==> config.mk <==
export PLATFORM = sky130hd
export DESIGN_NAME = pc_unit
export DESIGN_NICKNAME = d
export VERILOG_FILES = /design/src/rtl/pc_pkg.sv /design/src/rtl/pc_btb.sv /design/src/rtl/pc_unit.sv
export SDC_FILE = /design/constraint.sdc
export NUM_CORES = 1
export LEC_CHECK = 0
export ABC_AREA = 1
export CAP_MARGIN = 40
export CORE_MARGIN = 3
export CORE_UTILIZATION = 39
export DETAILED_ROUTE_END_ITERATION = 6
export HOLD_SLACK_MARGIN = 0.05
export PLACE_DENSITY = 0.84
export SETUP_SLACK_MARGIN = 0.15
export SYNTH_ARGS = -nofsm -noshare
export SYNTH_HDL_FRONTEND = slang
export SYNTH_SLANG_ARGS = --single-unit
==> constraint.sdc <==
create_clock -name clk -period 3.9 [get_ports clk]
set_clock_uncertainty 0.2 [all_clocks]
set_input_delay 1.17 -clock clk [delete_from_list [all_inputs] [get_ports clk]]
set_output_delay 1.17 -clock clk [all_outputs]
set_load 0.005 [all_outputs]
==> src/rtl/pc_pkg.sv <==
// Shared definitions for the fetch program-counter unit: default geometry,
// BTB entry layout and the next-PC source encoding used for debug/trace.
package pc_pkg;

  localparam int unsigned DEF_XLEN        = 32;
  localparam int unsigned DEF_BTB_ENTRIES = 16;
  localparam int unsigned DEF_BTB_IDX     = $clog2(DEF_BTB_ENTRIES);
  localparam logic [DEF_XLEN-1:0] DEF_RESET_VECTOR = 32'h0000_0000;

  // BTB entry layout at the default geometry (valid, tag, word-aligned target)
  typedef struct packed {
    logic                              valid;
    logic [DEF_XLEN-DEF_BTB_IDX-3:0]   tag;
    logic [DEF_XLEN-3:0]               target;
  } btb_entry_t;

  // Source chosen for the next fetch PC
  typedef enum logic [2:0] {
    RST   = 3'd0,
    TRAP  = 3'd1,
    REDIR = 3'd2,
    HOLD  = 3'd3,
    PRED  = 3'd4,
    SEQ   = 3'd5
  } pc_src_e;

endpackage

==> src/rtl/pc_btb.sv <==
// Direct-mapped branch-target buffer: combinational lookup on the fetch PC,
// single-port training from execute. Only valid bits are reset; tags and
// targets are qualified by valid and need no reset.
module pc_btb
  import pc_pkg::*;
#(
  parameter int unsigned XLEN        = DEF_XLEN,
  parameter int unsigned BTB_ENTRIES = DEF_BTB_ENTRIES
) (
  input  logic            clk,
  input  logic            reset,
  input  logic [XLEN-1:0] lookup_pc,
  input  logic            upd_valid,
  input  logic [XLEN-1:0] upd_pc,
  input  logic [XLEN-1:0] upd_target,
  input  logic            upd_taken,
  output logic            hit_c,
  output logic [XLEN-1:0] target_c
);

  localparam int unsigned IDX_W = $clog2(BTB_ENTRIES);
  localparam int unsigned TAG_W = XLEN - IDX_W - 2;
  localparam int unsigned TGT_W = XLEN - 2;

  logic [BTB_ENTRIES-1:0] valid_q;
  logic [TAG_W-1:0]       tag_q [BTB_ENTRIES];
  logic [TGT_W-1:0]       tgt_q [BTB_ENTRIES];

  logic [IDX_W-1:0] lk_idx;
  logic [TAG_W-1:0] lk_tag;
  logic [IDX_W-1:0] up_idx;
  logic [TAG_W-1:0] up_tag;
  logic             wr_taken;
  logic             unused_bits;

  assign lk_idx   = lookup_pc[IDX_W+1:2];
  assign lk_tag   = lookup_pc[XLEN-1:IDX_W+2];
  assign up_idx   = upd_pc[IDX_W+1:2];
  assign up_tag   = upd_pc[XLEN-1:IDX_W+2];
  assign wr_taken = upd_valid && upd_taken && !reset;

  // Lookup reads pre-write contents; a same-cycle write is seen next cycle
  assign hit_c    = valid_q[lk_idx] && (tag_q[lk_idx] == lk_tag);
  assign target_c = {tgt_q[lk_idx], 2'b00};

  // Byte-offset bits carry no information for word-aligned fetch
  assign unused_bits = ^{lookup_pc[1:0], upd_pc[1:0], upd_target[1:0]};

  // Valid bits: cleared on reset, set on taken, cleared on matching not-taken
  always_ff @(posedge clk) begin
    if (reset) begin
      valid_q <= '0;
    end else if (upd_valid) begin
      if (upd_taken) begin
        valid_q[up_idx] <= 1'b1;
      end else if (tag_q[up_idx] == up_tag) begin
        valid_q[up_idx] <= 1'b0;
      end
    end
  end

  // Tag/target payload: replaced on every taken update
  always_ff @(posedge clk) begin
    if (wr_taken) begin
      tag_q[up_idx] <= up_tag;
      tgt_q[up_idx] <= upd_target[XLEN-1:2];
    end
  end

endmodule

==> src/rtl/pc_unit.sv <==
// Fetch PC generator for the IF stage. Priority: reset, trap, redirect,
// stall, BTB prediction, sequential +4 (wraps silently).
// Optional BTB compiled in with `define PC_UNIT_BTB_EN; without it the
// prediction path is absent and upd_* inputs are ignored.
module pc_unit
  import pc_pkg::*;
#(
  parameter int unsigned      XLEN         = DEF_XLEN,
  parameter logic [XLEN-1:0]  RESET_VECTOR = XLEN'(DEF_RESET_VECTOR),
  parameter int unsigned      BTB_ENTRIES  = DEF_BTB_ENTRIES
) (
  input  logic            clk,
  input  logic            reset,
  input  logic            stall,
  input  logic            trap_valid,
  input  logic [XLEN-1:0] trap_vector,
  input  logic            redirect_valid,
  input  logic [XLEN-1:0] redirect_target,
  input  logic            upd_valid,
  input  logic [XLEN-1:0] upd_pc,
  input  logic [XLEN-1:0] upd_target,
  input  logic            upd_taken,
  output logic [XLEN-1:0] pc,
  output logic            pred_taken,
  output logic            misalign_err
);

  pc_src_e         next_src;
  logic [XLEN-1:0] next_pc;
  logic            next_misalign;
  logic [XLEN-1:0] btb_target;

`ifdef PC_UNIT_BTB_EN
  // Prediction for the current fetch PC
  pc_btb #(
    .XLEN        (XLEN),
    .BTB_ENTRIES (BTB_ENTRIES)
  ) u_btb (
    .clk        (clk),
    .reset      (reset),
    .lookup_pc  (pc),
    .upd_valid  (upd_valid),
    .upd_pc     (upd_pc),
    .upd_target (upd_target),
    .upd_taken  (upd_taken),
    .hit_c      (pred_taken),
    .target_c   (btb_target)
  );
`else
  localparam int unsigned unused_btb_entries = BTB_ENTRIES;
  logic unused_upd;

  assign pred_taken  = 1'b0;
  assign btb_target  = '0;
  assign unused_upd  = ^{upd_valid, upd_pc, upd_target, upd_taken};
`endif

  // Select the next-PC source by priority
  always_comb begin
    next_src = SEQ;
    if (reset) begin
      next_src = RST;
    end else if (trap_valid) begin
      next_src = TRAP;
    end else if (redirect_valid) begin
      next_src = REDIR;
    end else if (stall) begin
      next_src = HOLD;
    end else if (pred_taken) begin
      next_src = PRED;
    end
  end

  // Next PC value and misalignment flag for the selected source
  always_comb begin
    next_pc       = pc + XLEN'(4);
    next_misalign = 1'b0;
    case (next_src)
      RST:   next_pc = RESET_VECTOR;
      TRAP: begin
        next_pc       = {trap_vector[XLEN-1:2], 2'b00};
        next_misalign = |trap_vector[1:0];
      end
      REDIR: begin
        next_pc       = {redirect_target[XLEN-1:2], 2'b00};
        next_misalign = |redirect_target[1:0];
      end
      HOLD:  next_pc = pc;
      PRED:  next_pc = btb_target;
      default: next_pc = pc + XLEN'(4);
    endcase
  end

  // PC and misalign pulse registers
  always_ff @(posedge clk) begin
    if (reset) begin
      pc           <= RESET_VECTOR;
      misalign_err <= 1'b0;
    end else begin
      pc           <= next_pc;
      misalign_err <= next_misalign;
    end
  end

endmodule

==> run_summary.xml, run 1 <==
<?xml version="1.0" encoding="UTF-8"?>
<metrics>
  <group name="status">
    <metric name="status" unit="">completed</metric>
  </group>
  <group name="finish">
    <metric name="antenna_cells_inserted" unit="">0</metric>
    <metric name="layout.cells.most_common_list" unit="">nand2_1 (149), clkdlybuf4s50_1 (99), nor2_1 (69)</metric>
    <metric name="finalNetCount" unit="">663</metric>
    <metric name="mostFrequentLayoutCell" unit="">nand2_1</metric>
    <metric name="share_of_post_route_cells_with_drive_strength_above_1" unit="%">6.250</metric>
    <metric name="final_core_utilization" unit="%">59.50</metric>
    <metric name="flow.area_growth_from_synthesis" unit="%">45.19</metric>
  </group>
  <group name="hold_path">
    <metric name="hold_path_startpoint" unit="">pc[8]</metric>
    <metric name="timing.hold.worst.class" unit="">flop to flop</metric>
    <metric name="worst_hold_path.endpoint" unit="">pc[8]</metric>
    <metric name="hold_path_depth" unit="">2</metric>
  </group>
  <group name="timing">
    <metric name="final_min_period_over_clock_period" unit="%">75.70</metric>
    <metric name="final_max_slew_viol_count" unit="">0</metric>
    <metric name="layout_min_cycle_time" unit="ns">2.952</metric>
    <metric name="report.final.hold_viol_count" unit="">0</metric>
    <metric name="setup_viol" unit="">0</metric>
    <metric name="grt_setup_unrepaired" unit="">no</metric>
    <metric name="slack_of_the_critical_path" unit="ns">0.9479</metric>
    <metric name="totalNegativeSetupSlack" unit="ns">0</metric>
    <metric name="fmaxAchievable" unit="MHz">338.7</metric>
  </group>
  <group name="clock_network">
    <metric name="cts_post_setup_buffers_inserted" unit="">0</metric>
    <metric name="cts-buffers-inserted" unit="">5</metric>
    <metric name="ctsHoldBuffers" unit="">0</metric>
    <metric name="ctsRootBufferMaster" unit="">clkbuf_8</metric>
    <metric name="clock_tree.buffer_depth" unit="">2</metric>
    <metric name="cts_max_level" unit="">2</metric>
    <metric name="tritoncts_clock_tree" unit="">yes</metric>
    <metric name="clk_latency" unit="ns">0.28</metric>
    <metric name="postCtsResizedCells" unit="">0</metric>
    <metric name="clock-sinks" unit="">31</metric>
    <metric name="cts.clk_slew.worst_paths" unit="ns">0.07</metric>
  </group>
  <group name="global_routing">
    <metric name="grt_overflow" unit="">0</metric>
    <metric name="grt_pass1_wl" unit="um">13430</metric>
    <metric name="largest_net_degree_at_the_start_of_global_routing" unit="">25</metric>
    <metric name="first_global_vias" unit="">2897</metric>
    <metric name="overall_fraction_of_global_route_tracks_in_use" unit="%">22.38</metric>
    <metric name="grt_antenna_before_repair" unit="">0</metric>
  </group>
  <group name="route">
    <metric name="vias_per_cell" unit="">5.080</metric>
    <metric name="detail_route.drc_violations" unit="">0</metric>
    <metric name="drtPass1Iterations" unit="">4</metric>
    <metric name="drt-total-wl" unit="um">8034</metric>
    <metric name="wire_per_inst" unit="um">13.32</metric>
    <metric name="detailroute.via_count" unit="">3063</metric>
    <metric name="detail_route.iter0.violations" unit="">220</metric>
    <metric name="drt.antenna.violating_nets" unit="">0</metric>
  </group>
  <group name="yosys">
    <metric name="postSynthCellCount" unit="">432</metric>
    <metric name="synth-seq-cells" unit="">31</metric>
    <metric name="yosysWarningCount" unit="">0</metric>
    <metric name="synth_sequential_area_ratio" unit="%">24.99</metric>
    <metric name="synthesis.area_per_instance" unit="um^2">5.749</metric>
    <metric name="mappedNetlistArea" unit="mm^2">0.002484</metric>
    <metric name="post_synth_num_cell_types" unit="">31</metric>
  </group>
  <group name="floorplan">
    <metric name="floorplan.io_pins" unit="">169</metric>
    <metric name="start_util" unit="%">40.98</metric>
    <metric name="fp.dieW" unit="um">85.80</metric>
    <metric name="placement_rows" unit="">28</metric>
    <metric name="core_area" unit="mm^2">0.006061</metric>
    <metric name="fp.dieArea" unit="mm^2">0.007362</metric>
    <metric name="fp.dieH" unit="um">85.80</metric>
  </group>
  <group name="critical_path">
    <metric name="arrival" unit="ns">2.96</metric>
    <metric name="crit_path_start_kind" unit="">input port</metric>
    <metric name="required" unit="ns">3.91</metric>
    <metric name="setup.worst_path.end_class" unit="">flop</metric>
    <metric name="launch_point_of_the_worst_reg_to_reg_path" unit="">pc[2]</metric>
    <metric name="timing_worst_setup_path_type" unit="">input port to flop</metric>
    <metric name="critPathMaxFanout" unit="">20</metric>
    <metric name="critical_path.reg2reg.endpoint" unit="">pc[20]</metric>
    <metric name="r2r_slack" unit="ns">1.97</metric>
    <metric name="ff2ff_path_depth" unit="">8</metric>
  </group>
  <group name="power_and_ir_drop">
    <metric name="power.total" unit="W">0.0008800</metric>
    <metric name="power.static_leakage" unit="nW">1.427</metric>
    <metric name="comb_power_share" unit="%">25.3</metric>
    <metric name="internal_power" unit="W">0.0006353</metric>
    <metric name="register_share_of_total_power" unit="%">42.3</metric>
    <metric name="ir_drop" unit="mV">0.1337</metric>
    <metric name="power_switching_share" unit="%">27.81</metric>
    <metric name="power.net_switching" unit="W">0.0002447</metric>
    <metric name="clkPwrFrac" unit="%">32.4</metric>
    <metric name="power-per-cell-area" unit="mW/mm^2">244.0</metric>
  </group>
  <group name="placed_design">
    <metric name="io_buffer_count" unit="">99</metric>
    <metric name="gp_congestion" unit="">0.8544</metric>
    <metric name="pre_cts_slack" unit="ns">0.6436</metric>
    <metric name="hpwl" unit="um">6321</metric>
  </group>
  <group name="job">
    <metric name="timing.max_cap.violations" unit="">0</metric>
  </group>
</metrics>
cell usage after synthesis:
cell type | number | area share (%)
nand2_1 | 149 | 23
nor2_1 | 69 | 10
nand3_1 | 33 | 6.6
dfxtp_1 | 31 | 25
o21ai_0 | 31 | 6.2
inv_1 | 26 | 3.9
a21oi_1 | 21 | 4.2
a22o_1 | 13 | 4.6
buf_2 | 8 | 1.6
inv_2 | 6 | 0.91
buf_4 | 5 | 1.5
nor2_2 | 5 | 1.3
xor2_1 | 5 | 1.8
clkbuf_1 | 3 | 0.45
nand2_2 | 3 | 0.76
nand4_1 | 3 | 0.76
o211ai_1 | 3 | 0.91
nand2_4 | 2 | 0.91
nor3_1 | 2 | 0.40
or2_2 | 2 | 0.50
xnor2_1 | 2 | 0.71
a221oi_1 | 1 | 0.35
a41oi_1 | 1 | 0.35
and3_1 | 1 | 0.25
buf_6 | 1 | 0.45
conb_1 | 1 | 0.15
ha_1 | 1 | 0.50
inv_4 | 1 | 0.25
nand3_2 | 1 | 0.40
nor2_4 | 1 | 0.45
nor2_8 | 1 | 0.81
registers in the layout, summed over array words and instances (netlist names):
signal,flops
pc,30
misalign_err,1
power groups by stage:
stage	Clock [W]	Combinational [W]	Sequential, W
finish	0.000285	0.000223	0.000372
detailed placement	0	0.000224	0.000378
global placement	0	0.000218	0.000377
floorplan	0	0.0000927	0.000373
CTS	0.000290	0.000225	0.000371
global route	0.000303	0.000247	0.000377
worst max-delay path, cell delays in order:
cell             delay (ns)
clkdlybuf4s50_1        0.54
nor2_8                 0.25
nand2_4                0.08
inv_4                  0.18
nand2_4                0.17
inv_2                  0.31
nor2_1                 0.09
a21oi_1                0.16
layout make-up:
class	instances	area, um^2
Clock buffer	8	100.1
Fill cell	613	2455
Inverter	33	126.4
Multi-Input combinational cell	353	1644
Sequential cell	31	620.6
Tap cell	75	93.84
Timing Repair Buffer	103	1021
worst max path at each step:
stage,start,end,slack [ns],depth (start not counted)
after floorplan,trap_valid,pc[5],1.53,7
after global placement,reset,pc[25],0.73,8
after detailed placement,trap_valid,pc[16],0.64,8
after CTS,trap_valid,pc[16],0.94,8
after global routing,reset,pc[27],0.76,8
final,trap_valid,pc[16],0.95,8
per-stage QoR:
| step | instances | cell area, um^2 | hold slack (ns) |
|---|---|---|---|
| 2_1_floorplan | 434 | 2491 | 0.2939 |
| 3_3_place_gp | 595 | 3506 | 0.3086 |
| 3_5_place_dp | 595 | 3506 | 0.3186 |
| 4_1_cts | 603 | 3606 | 0.3271 |
| 5_1_grt | 603 | 3606 | 0.3583 |
| 6_report | 603 | 3606 | 0.3225 |
cells by family (layout without fill, tap and decap cells):
family,after synthesis,in the layout,share of synthesized area (%)
buffers and inverters,50,144,9.119
and+or+nand+nor,272,272,46.10
adders and majority gates,1,1,0.5037
other,1,3,0.1510
DFF,31,31,24.99
AOI/OAI and AO/OA,70,70,16.68
xor gates and xnor gates,7,7,2.469
metal layers:
metal | share of wire (%) | up-vias | GRT usage [%] | routed length [um]
met5 | 0 | - | 0 | 0
met4 | 1.0 | 0 | 6.475 | 83
met3 | 7.0 | 10 | 4.707 | 563
met2 | 47 | 107 | 38.35 | 3797
met1 | 45 | 1364 | 28.22 | 3590
li1 | - | 1582 | - | -
(Power assumes the default switching activity.)
==> run 2: changes to the inputs <==
--- a/config.mk
+++ b/config.mk
@@ -8,10 +8,10 @@
 export ABC_AREA = 1
 export CAP_MARGIN = 40
 export CORE_MARGIN = 3
-export CORE_UTILIZATION = 39
+export CORE_UTILIZATION = 33
 export DETAILED_ROUTE_END_ITERATION = 6
 export HOLD_SLACK_MARGIN = 0.05
-export PLACE_DENSITY = 0.84
+export PLACE_DENSITY = 0.76
 export SETUP_SLACK_MARGIN = 0.15
 export SYNTH_ARGS = -nofsm -noshare
 export SYNTH_HDL_FRONTEND = slang
==> constraint.sdc (replaced) <==
create_clock -name clk -period 2.5 [get_ports clk]
set_clock_uncertainty 0.2 [all_clocks]
set_input_delay 0.75 -clock clk [delete_from_list [all_inputs] [get_ports clk]]
set_output_delay 0.75 -clock clk [all_outputs]
set_load 0.005 [all_outputs]
==> run_summary.xml, run 2 (synthesized netlist as in run 1, its figures left out) <==
<?xml version="1.0" encoding="UTF-8"?>
<metrics>
  <group name="critical_path">
    <metric name="setup.worst_path.end_class" unit="">primary output</metric>
    <metric name="worst_path_max_delay_cell" unit="">clkdlybuf4s50_1</metric>
    <metric name="crit_path_start_kind" unit="">flop</metric>
    <metric name="r2r_slack" unit="ns">0.56</metric>
    <metric name="cp-startpoint" unit="">pc[4]</metric>
    <metric name="launch_point_of_the_worst_reg_to_reg_path" unit="">pc[2]</metric>
    <metric name="cpLargestDelayFamily" unit="">buffers and inverters</metric>
    <metric name="worst-path-buf-inv" unit="">1</metric>
    <metric name="crit_path_cell_trace" unit="">clkdlybuf4s50_1</metric>
    <metric name="required" unit="ns">1.55</metric>
    <metric name="critPathMaxFanout" unit="">7</metric>
    <metric name="timing_worst_setup_path_type" unit="">flop to primary output</metric>
    <metric name="arrival" unit="ns">1.34</metric>
    <metric name="crit_path_max_incr_delay" unit="ns">0.56</metric>
  </group>
  <group name="finish">
    <metric name="flow.area_growth_from_synthesis" unit="%">52.80</metric>
    <metric name="layout.cells.most_common_list" unit="">nand2_1 (149), clkdlybuf4s50_1 (98), nor2_1 (69)</metric>
    <metric name="finalNetCount" unit="">676</metric>
    <metric name="mostFrequentLayoutCell" unit="">nand2_1</metric>
    <metric name="share_of_post_route_cells_with_drive_strength_above_1" unit="%">8.503</metric>
    <metric name="reg.largest.list" unit="">pc: 30 flops, misalign_err: 1 flops</metric>
    <metric name="largest_register_ffs" unit="">30</metric>
    <metric name="design_area" unit="mm^2">0.003795</metric>
    <metric name="antenna_cells_inserted" unit="">0</metric>
    <metric name="top_register_by_number_of_flip_flops" unit="">pc</metric>
  </group>
  <group name="global_routing">
    <metric name="largest_net_degree_at_the_start_of_global_routing" unit="">18</metric>
    <metric name="overall_fraction_of_global_route_tracks_in_use" unit="%">19.82</metric>
    <metric name="grt_pass1_wl" unit="um">13980</metric>
    <metric name="grt_overflow" unit="">0</metric>
    <metric name="first_global_vias" unit="">2982</metric>
    <metric name="grt_antenna_before_repair" unit="">0</metric>
  </group>
  <group name="clock_network">
    <metric name="clock-sinks" unit="">31</metric>
    <metric name="cts_post_setup_buffers_inserted" unit="">0</metric>
    <metric name="postCtsResizedCells" unit="">0</metric>
    <metric name="tritoncts_clock_tree" unit="">yes</metric>
    <metric name="cts-buffers-inserted" unit="">5</metric>
    <metric name="clock_tree.buffer_depth" unit="">2</metric>
    <metric name="cts_max_level" unit="">2</metric>
    <metric name="ctsHoldBuffers" unit="">0</metric>
    <metric name="ctsRootBufferMaster" unit="">clkbuf_8</metric>
    <metric name="cts.clk_slew.worst_paths" unit="ns">0.07</metric>
    <metric name="clk_latency" unit="ns">0.29</metric>
  </group>
  <group name="timing">
    <metric name="totalNegativeSetupSlack" unit="ns">0</metric>
    <metric name="setup_viol" unit="">0</metric>
    <metric name="fmaxAchievable" unit="MHz">437.3</metric>
    <metric name="report.final.hold_viol_count" unit="">0</metric>
    <metric name="final_min_period_over_clock_period" unit="%">91.46</metric>
    <metric name="final_max_slew_viol_count" unit="">0</metric>
    <metric name="layout_min_cycle_time" unit="ns">2.287</metric>
    <metric name="grt_setup_unrepaired" unit="">no</metric>
  </group>
  <group name="placed_design">
    <metric name="post_dp_cell_area" unit="mm^2">0.003692</metric>
    <metric name="io_buffer_count" unit="">99</metric>
    <metric name="gp_congestion" unit="">0.9560</metric>
    <metric name="hpwl" unit="um">6750</metric>
  </group>
  <group name="route">
    <metric name="wire_per_inst" unit="um">13.03</metric>
    <metric name="drtPass1Iterations" unit="">4</metric>
    <metric name="drt-total-wl" unit="um">8298</metric>
    <metric name="drt.antenna.violating_nets" unit="">0</metric>
    <metric name="detail_route.iter0.violations" unit="">92</metric>
    <metric name="detailroute.via_count" unit="">3095</metric>
    <metric name="detail_route.drc_violations" unit="">0</metric>
    <metric name="vias_per_cell" unit="">4.859</metric>
  </group>
  <group name="power_and_ir_drop">
    <metric name="power.static_leakage" unit="nW">1.517</metric>
    <metric name="power-per-cell-area" unit="mW/mm^2">370.9</metric>
    <metric name="ir_drop" unit="mV">0.2204</metric>
  </group>
  <group name="floorplan">
    <metric name="fp.dieW" unit="um">92.76</metric>
    <metric name="fp.dieH" unit="um">92.76</metric>
    <metric name="fp.dieArea" unit="mm^2">0.008603</metric>
    <metric name="floorplan.io_pins" unit="">169</metric>
    <metric name="placement_rows" unit="">30</metric>
    <metric name="start_util" unit="%">35.20</metric>
    <metric name="core_area" unit="mm^2">0.007057</metric>
  </group>
  <group name="status">
    <metric name="status" unit="">completed</metric>
  </group>
  <group name="job">
    <metric name="timing.max_cap.violations" unit="">0</metric>
  </group>
  <group name="hold_path">
    <metric name="timing.hold.worst.class" unit="">flop to flop</metric>
    <metric name="hold_path_startpoint" unit="">pc[8]</metric>
  </group>
</metrics>
==> run 2: cell types whose count changed in the layout (fill, tap and decap cells not counted) <==
| cell | previous run | this run |
|---|---|---|
| buf_4 | 4 | 12 |
| buf_12 | 0 | 5 |
| clkdlybuf4s50_1 | 99 | 98 |
| dlymetal6s2s_1 | 0 | 1 |
==> run 2: worst register-to-register path, cell delays in order, from the launching register on <==
cell and delay [ns]:
dfxtp_1 0.43, ha_1 0.27, nand3_2 0.16, inv_2 0.09
nand2_2 0.08, nor3_1 0.37, nand3_1 0.12, nand3_1 0.09
nor2_1 0.04
==> run 2: stage by stage <==
stage / setup WS (ns) / total power (W) / hold slack [ns] / util, % / std cells
finish: 0.2135 / 0.001407 / 0.3243 / 53.78 / 637
global route: 0.1520 / 0.001472 / 0.3566 / 53.78 / 637
CTS: 0.1958 / 0.001418 / 0.3267 / 53.74 / 637
detailed placement: -0.02266 / 0.0009628 / 0.3073 / 52.32 / 629
global placement: 0.01141 / 0.0009553 / 0.3094 / 52.32 / 629
floorplan: 0.5519 / 0.0007261 / 0.2939 / - / 434
==> run 2: path summary, 6_finish.rpt <==
kind,cells past startpoint,endpoint
max,1,pc[4]
min,2,pc[8]
max reg2reg,8,pc[20]
min reg2reg,2,pc[8]
==> run 2: area by class of cell <==
class,instances,area (um^2)
multi-input combinational,353,1644
timing repair buffer,116,1184
inverter,33,126.4
clock buffer,8,100.1
tap,96,120.1
fill,751,3262
sequential,31,620.6
==> run 2: report_power, final <==
| part | internal (W) | total [W] | switching (W) |
|---|---|---|---|
| sequential | 0.000529 | 0.000580 | 0.0000506 |
| clock | 0.000252 | 0.000458 | 0.000206 |
| combinational | 0.000229 | 0.000370 | 0.000141 |
| total | 0.00101 | 0.00141 | 0.000397 |
==> run 2: layer usage <==
| metal | vias up | global-route usage [%] | share of wire, % |
|---|---|---|---|
| li1 | 1610 | - | - |
| met1 | 1381 | 24.63 | 46 |
| met2 | 98 | 34.32 | 46 |
| met3 | 6 | 4.874 | 7.2 |
| met4 | 0 | 4.884 | 0.76 |
| met5 | - | 0 | 0 |
